===== src/rtl/game_timer_if.sv =====
// game_timer_if: bundles the game-input and game-event signals of game_timer.
// There is no valid/ready handshake on this bus. The master drives count, start,
// pause and hit as plain levels that are sampled on every clock. The slave drives
// tick_sec and step_tick as one-cycle pulses, and sec_bcd, level, state and
// game_over as registered levels.
interface game_timer_if;
    logic [24:0] count;
    logic        start;
    logic        pause;
    logic        hit;
    logic        tick_sec;
    logic        step_tick;
    logic [15:0] sec_bcd;
    logic [2:0]  level;
    logic [1:0]  state;
    logic        game_over;

    modport master (
        output count, start, pause, hit,
        input  tick_sec, step_tick, sec_bcd, level, state, game_over
    );

    modport slave (
        input  count, start, pause, hit,
        output tick_sec, step_tick, sec_bcd, level, state, game_over
    );
endinterface


===== src/rtl/game_timer.sv =====
// game_timer: derives game-time events from the free-running cycle counter.
// It produces the 1 s tick, the BCD survival score, the difficulty level and
// the obstacle step pulse. It also owns the IDLE/RUN/PAUSE/OVER run-state machine.
// The state output doubles as the FSM debug view.
module game_timer #(
    parameter int TICK_VAL   = 25000000,
    parameter int LEVEL_SECS = 10,
    parameter int MAX_LEVEL  = 7,
    parameter int STEP_BASE  = 19
) (
    input  logic         clk,
    input  logic         rst,
    game_timer_if.slave  gt_bus
);

    localparam int LC_W = (LEVEL_SECS > 1) ? $clog2(LEVEL_SECS) : 1;

    typedef enum logic [1:0] {
        ST_IDLE  = 2'b00,
        ST_RUN   = 2'b01,
        ST_PAUSE = 2'b10,
        ST_OVER  = 2'b11
    } state_t;

    state_t          r_state;
    logic            r_start_d;
    logic            r_pause_d;
    logic            r_tick_sec;
    logic            r_step_tick;
    logic [15:0]     r_sec_bcd;
    logic [2:0]      r_level;
    logic [LC_W-1:0] r_lvl_cnt;
    logic            r_game_over;

    logic            w_start_r;
    logic            w_pause_r;
    logic            w_cnt_ok;
    logic            w_sec_ev;
    logic [24:0]     w_step_mask;
    logic            w_step_ev;

    // Saturating 4-digit BCD increment: 9999 stays 9999.
    function automatic logic [15:0] bcd_inc(input logic [15:0] v);
        logic [15:0] res;
        logic        carry;
        res   = v;
        carry = 1'b1;
        if (v != 16'h9999) begin
            for (int i = 0; i < 4; i++) begin
                if (carry) begin
                    if (res[i*4 +: 4] == 4'd9) begin
                        res[i*4 +: 4] = 4'd0;
                    end else begin
                        res[i*4 +: 4] = res[i*4 +: 4] + 4'd1;
                        carry         = 1'b0;
                    end
                end
            end
        end
        return res;
    endfunction

    // Button rising edges and count-derived events, used in the cycle they are seen.
    // Out-of-range count values are rejected, so they raise neither tick nor step.
    always_comb begin
        w_start_r   = gt_bus.start & ~r_start_d;
        w_pause_r   = gt_bus.pause & ~r_pause_d;
        w_cnt_ok    = (gt_bus.count <= 25'(TICK_VAL));
        w_sec_ev    = (gt_bus.count == 25'(TICK_VAL));
        w_step_mask = ~(25'h1FF_FFFF << (STEP_BASE + 1 - int'(r_level)));
        w_step_ev   = w_cnt_ok && ((gt_bus.count & w_step_mask) == 25'd0);
    end

    // Run-state machine together with all registered outputs and counters.
    always_ff @(posedge clk) begin
        if (rst) begin
            r_state     <= ST_IDLE;
            r_start_d   <= 1'b0;
            r_pause_d   <= 1'b0;
            r_tick_sec  <= 1'b0;
            r_step_tick <= 1'b0;
            r_sec_bcd   <= 16'h0000;
            r_level     <= 3'd0;
            r_lvl_cnt   <= '0;
            r_game_over <= 1'b0;
        end else begin
            r_start_d   <= gt_bus.start;
            r_pause_d   <= gt_bus.pause;
            r_tick_sec  <= w_sec_ev;
            r_step_tick <= 1'b0;
            r_game_over <= 1'b0;
            case (r_state)
                ST_IDLE: begin
                    r_sec_bcd <= 16'h0000;
                    r_level   <= 3'd0;
                    r_lvl_cnt <= '0;
                    if (w_start_r) begin
                        r_state <= ST_RUN;
                    end
                end
                ST_RUN: begin
                    if (gt_bus.hit) begin
                        r_state     <= ST_OVER;
                        r_game_over <= 1'b1;
                    end else if (w_pause_r) begin
                        r_state <= ST_PAUSE;
                    end else begin
                        r_step_tick <= w_step_ev;
                        if (w_sec_ev) begin
                            r_sec_bcd <= bcd_inc(r_sec_bcd);
                            if (r_lvl_cnt == LC_W'(LEVEL_SECS - 1)) begin
                                r_lvl_cnt <= '0;
                                if (r_level != 3'(MAX_LEVEL)) begin
                                    r_level <= r_level + 3'd1;
                                end
                            end else begin
                                r_lvl_cnt <= r_lvl_cnt + 1'b1;
                            end
                        end
                    end
                end
                ST_PAUSE: begin
                    if (w_pause_r || w_start_r) begin
                        r_state <= ST_RUN;
                    end
                end
                ST_OVER: begin
                    if (w_start_r) begin
                        r_state   <= ST_RUN;
                        r_sec_bcd <= 16'h0000;
                        r_level   <= 3'd0;
                        r_lvl_cnt <= '0;
                    end else begin
                        r_game_over <= 1'b1;
                    end
                end
                default: begin
                    r_state <= ST_IDLE;
                end
            endcase
        end
    end

    assign gt_bus.tick_sec  = r_tick_sec;
    assign gt_bus.step_tick = r_step_tick;
    assign gt_bus.sec_bcd   = r_sec_bcd;
    assign gt_bus.level     = r_level;
    assign gt_bus.state     = r_state;
    assign gt_bus.game_over = r_game_over;

endmodule


===== src/flat_wrapper.sv =====
// flat-port wrapper written by rule: the top's interface ports become plain ports
module game_timer_flat 
#(
    parameter int TICK_VAL   = 25000000,
    parameter int LEVEL_SECS = 10,
    parameter int MAX_LEVEL  = 7,
    parameter int STEP_BASE  = 19
)
  (clk, rst, gt_bus_count, gt_bus_start, gt_bus_pause, gt_bus_hit, gt_bus_tick_sec, gt_bus_step_tick, gt_bus_sec_bcd, gt_bus_level, gt_bus_state, gt_bus_game_over);
  game_timer_if gt_bus_i ();
  input  logic clk;
  input  logic rst;
  input wire logic [$bits(gt_bus_i.count)-1:0] gt_bus_count;
  input wire logic [$bits(gt_bus_i.start)-1:0] gt_bus_start;
  input wire logic [$bits(gt_bus_i.pause)-1:0] gt_bus_pause;
  input wire logic [$bits(gt_bus_i.hit)-1:0] gt_bus_hit;
  output wire logic [$bits(gt_bus_i.tick_sec)-1:0] gt_bus_tick_sec;
  output wire logic [$bits(gt_bus_i.step_tick)-1:0] gt_bus_step_tick;
  output wire logic [$bits(gt_bus_i.sec_bcd)-1:0] gt_bus_sec_bcd;
  output wire logic [$bits(gt_bus_i.level)-1:0] gt_bus_level;
  output wire logic [$bits(gt_bus_i.state)-1:0] gt_bus_state;
  output wire logic [$bits(gt_bus_i.game_over)-1:0] gt_bus_game_over;
  assign gt_bus_i.count = gt_bus_count;
  assign gt_bus_i.start = gt_bus_start;
  assign gt_bus_i.pause = gt_bus_pause;
  assign gt_bus_i.hit = gt_bus_hit;
  assign gt_bus_tick_sec = gt_bus_i.tick_sec;
  assign gt_bus_step_tick = gt_bus_i.step_tick;
  assign gt_bus_sec_bcd = gt_bus_i.sec_bcd;
  assign gt_bus_level = gt_bus_i.level;
  assign gt_bus_state = gt_bus_i.state;
  assign gt_bus_game_over = gt_bus_i.game_over;
  game_timer #(.TICK_VAL(TICK_VAL), .LEVEL_SECS(LEVEL_SECS), .MAX_LEVEL(MAX_LEVEL), .STEP_BASE(STEP_BASE)) u_core (.clk(clk), .rst(rst), .gt_bus(gt_bus_i));
endmodule

===== config.mk =====
export PLATFORM = sky130hd
export DESIGN_NAME = game_timer_flat
export DESIGN_NICKNAME = d
export VERILOG_FILES = /design/src/rtl/game_timer_if.sv /design/src/rtl/game_timer.sv /design/src/flat_wrapper.sv
export SDC_FILE = /design/constraint.sdc
export NUM_CORES = 1
export LEC_CHECK = 0
export CORE_UTILIZATION = 50
export DETAILED_ROUTE_END_ITERATION = 12
export HOLD_SLACK_MARGIN = 0.08
export PLACE_DENSITY = 0.86
export SKIP_CTS_REPAIR_TIMING = 1
export SLEW_MARGIN = 20
export SYNTH_ARGS = -nofsm -noshare
export SYNTH_HDL_FRONTEND = slang
export SYNTH_SLANG_ARGS = --single-unit

===== constraint.sdc =====
create_clock -name clk -period 3.05 [get_ports clk]
set_input_delay 0.61 -clock clk [delete_from_list [all_inputs] [get_ports clk]]
set_output_delay 0.61 -clock clk [all_outputs]
set_load 0.05 [all_outputs]

==> impl_metrics.json <==
{
  "crit_arrival_ps": 2800,
  "crit_path_top_delay_cell": "or4b_4",
  "p_comb_share_pct": 32.3,
  "setup_tns_ps": 0,
  "core_um2": 4090,
  "p_seq_share_pct": 38.0,
  "clk_pin_slew_ps": 60,
  "clkPwrFrac_pct": 29.7,
  "routedWlPerCell_um": 14.8,
  "cap_violations": 0,
  "cp_cell_sequence": "clkdlybuf4s50_1 > or4b_4 > nor4_1 > and2_1 > a41o_2 > mux2_1",
  "rows": 23,
  "grt_setup_unrepaired": "false",
  "worstSetupStartpointType": "input pin",
  "syn_area_um2": 2160,
  "grt_pass1_vias": 1926,
  "fin_util_pct": 69.6,
  "placedCellCount": 352,
  "synthCells": 251,
  "p_leak_nw": 1.11,
  "clock_sinks": 30,
  "irDropWorstVdd_mv": 0.265,
  "final_nets": 360,
  "drive_gt1_share_pct": 7.74,
  "cp.buffers_inverters": 1,
  "min_to": "u_core.r_lvl_cnt[3]",
  "fp.dieW_um": 67.7,
  "worstHoldPathCells": 2,
  "cts_buffers": 5,
  "n_antenna_cell": 0,
  "required_ps": 3220,
  "yosysTopAreaCellShare_pct": 27.8,
  "io_pins": 54,
  "worstSetupEndpointType": "flip-flop",
  "synth_nets": 302,
  "postRouteAntennaNets": 0,
  "grt_use_met3_pct": 5.07,
  "r2r_start": "u_core.gt_bus.sec_bcd[0]",
  "tightest_slew_ps": 552,
  "cts_tree": "built",
  "synth_cell_types": 57,
  "dp_hpwl_um": 4180,
  "root_buffer": "clkbuf_8",
  "drc": 0,
  "vias": 2192,
  "min_period_ps": 2630,
  "yosys-top-cells-area": "dfxtp_1 28%, ha_1 12%, nand2_1 3.3%",
  "setup_violations": 0,
  "die_area_um2": 4590,
  "grt_usage_pct": 25.3,
  "ys_warn_count": 0,
  "initial_core_util_pct": 52.8,
  "synth-seq-cells": 30,
  "synth_ff_type": "dfxtp_1",
  "power_density_nw_per_um2": 386,
  "p_int_mw": 0.723,
  "io_buffers": 53,
  "worst_slack_ps": 421,
  "whs_ps": 493,
  "max_stage_delay_ps": 520,
  "r2r-end": "u_core.gt_bus.sec_bcd[2]",
  "final_max_slew_viol_count": 0,
  "hold_violations": 0,
  "stdcell_count": 360,
  "die-height_um": 67.7,
  "timing.fmax_mhz": 380,
  "grt_first_pass_wirelength_um": 8750,
  "syn_to_final_growth_pct": 31.7,
  "path_class": "input pin to flip-flop",
  "fillers": 337,
  "maxSlewHeadroom_pct": 62.8,
  "synth_edf_count": 0,
  "crit_family": "simple AND/OR/NAND/NOR gates",
  "clk_latency_ps": 280,
  "h-tree-depth": 2,
  "worstRegToRegCells": 6,
  "drt_wl_total_um": 5320,
  "r2r_slack_ps": 840,
  "async_reset_ff_share_pct": 0,
  "critPathLaunch": "gt_bus_count[17]",
  "status": "completed",
  "synth_area_per_cell_um2": 8.60,
  "dp_slack_ps": 138,
  "yosys.area.top_type": "dfxtp_1",
  "gp_congestion": 0.891,
  "period_share_pct": 86.2,
  "min-delay-start": "u_core.r_lvl_cnt[3]",
  "met1_usage_pct": 32.6,
  "met2_usage_pct": 40.2,
  "dr.pass1.iters": 5,
  "worstHoldPathType": "flip-flop to flip-flop",
  "swShare_pct": 34.1,
  "clock-skew-final_ps": 6.73,
  "viasPerCell": 6.09,
  "switching_power_mw": 0.374,
  "ys_seq_area_share_pct": 27.8,
  "grt_max_degree": 15,
  "critPathMaxFanout": 5,
  "clockBufferDepth": 2,
  "antenna_found_initial": 0,
  "top_usage_layer": "met2",
  "grt_overflow": 0,
  "drt_iter0_markers": 172
}
==> logic make-up (layout without fill, tap and decap cells) <==
kind of cell / count (synthesis) / after routing / synth area share, %
and+or+nand+nor: 109 / 109 / 31.0
AOI/OAI and AO/OA: 61 / 61 / 21.8
DFF: 30 / 30 / 27.8
buffers and inverters: 25 / 84 / 4.69
adders and majority gates: 21 / 21 / 12.2
muxes: 5 / 5 / 2.55
==> state kept, by name, indices dropped and copies added, names as in the netlist <==
name                     flops
u_core.gt_bus.sec_bcd       16
u_core.r_lvl_cnt             4
u_core.gt_bus.level          3
u_core.gt_bus.state          2
u_core.gt_bus.game_over      1
u_core.gt_bus.step_tick      1
u_core.gt_bus.tick_sec       1
u_core.r_pause_d             1
u_core.r_start_d             1
==> worst max path at each step <==
stage                               endpoint  depth (start not counted)
detailed placement  u_core.gt_bus.sec_bcd[9]                          6
CTS                 u_core.gt_bus.sec_bcd[9]                          6
finish              u_core.gt_bus.sec_bcd[9]                          6
global placement    u_core.gt_bus.sec_bcd[9]                          6
global route        u_core.gt_bus.sec_bcd[9]                          6
floorplan           u_core.gt_bus.sec_bcd[8]                          6
==> synthesized netlist by cell type (all sizes together) (5+ instances only) <==
cell and instances:
clkbuf 5, and2 5, a21oi 8, nand2b 6, o21ai 11, nor2b 7, nor3 10, o41ai 5
and3 5, dfxtp 30, nand3 11, nand2 19, nand3b 6, inv 18, ha 21, nor2 17
nor4 6
==> metal layers <==
metal | routed length [µm] | share of wire, % | up-vias
li1 | - | - | 1068
met1 | 2390 | 45 | 996
met2 | 2440 | 46 | 114
met3 | 374 | 7.0 | 14
met4 | 112 | 2.1 | 0
met5 | 0 | 0 | -
==> cell usage in the layout, fill, tap and decap left out, types with 3 or more instances in the layout <==
cell type        synthesis  routed
a21o_1                   3       3
a21oi_1                  7       7
a22o_1                   3       3
a311oi_1                 3       3
and2_1                   5       5
and3_1                   5       5
buf_4                    0       4
clkbuf_8                 0       6
clkdlybuf4s50_1          0      53
dfxtp_1                 30      30
ha_1                    21      21
inv_1                   18      18
nand2_1                 19      19
nand2b_1                 6       6
nand3_1                 11      11
nand3b_1                 5       5
nand4_1                  4       4
nor2_1                  17      17
nor2b_1                  7       7
nor3_1                   9       9
nor4_1                   3       3
nor4_4                   3       3
o211ai_1                 4       4
o21ai_0                  6       6
o21ai_1                  5       5
o31ai_1                  4       4
o41ai_1                  5       5
==> worst reg2reg max path, delay by kind of cell (launching register included) <==
kind / cells / cell delay [ps]
simple gates: 3 / 960
fa+ha+maj: 1 / 180
compound gates: 2 / 550
flops: 1 / 430
==> per-stage QoR <==
| step | instance area [µm²] | total power, mW |
|---|---|---|
| after detailed placement | 2750 | 0.775 |
| after global routing | 2840 | 1.15 |
| final | 2840 | 1.10 |
| after CTS | 2840 | 1.10 |
| after global placement | 2750 | 0.767 |
| after floorplan | 2160 | 0.649 |
==> power groups by stage <==
stage	clock [mW]	combinational (mW)	sequential [mW]
after floorplan	0	0.189	0.459
after global placement	0	0.342	0.425
after detailed placement	0	0.350	0.425
after CTS	0.336	0.351	0.417
after global routing	0.350	0.385	0.419
final	0.325	0.355	0.417
==> area by class of cell <==
class                      instances  area [µm²]  area share (%)
clock buffer                       7        86.3            3.04
clock inverter                     1        5.00           0.176
inverter                          19        71.3            2.51
multi-input combinational        196        1460            51.3
sequential                        30         601            21.1
tap                               50        62.6            2.20
timing repair buffer              57         561            19.7
Power figures use the tool's default switching activity.
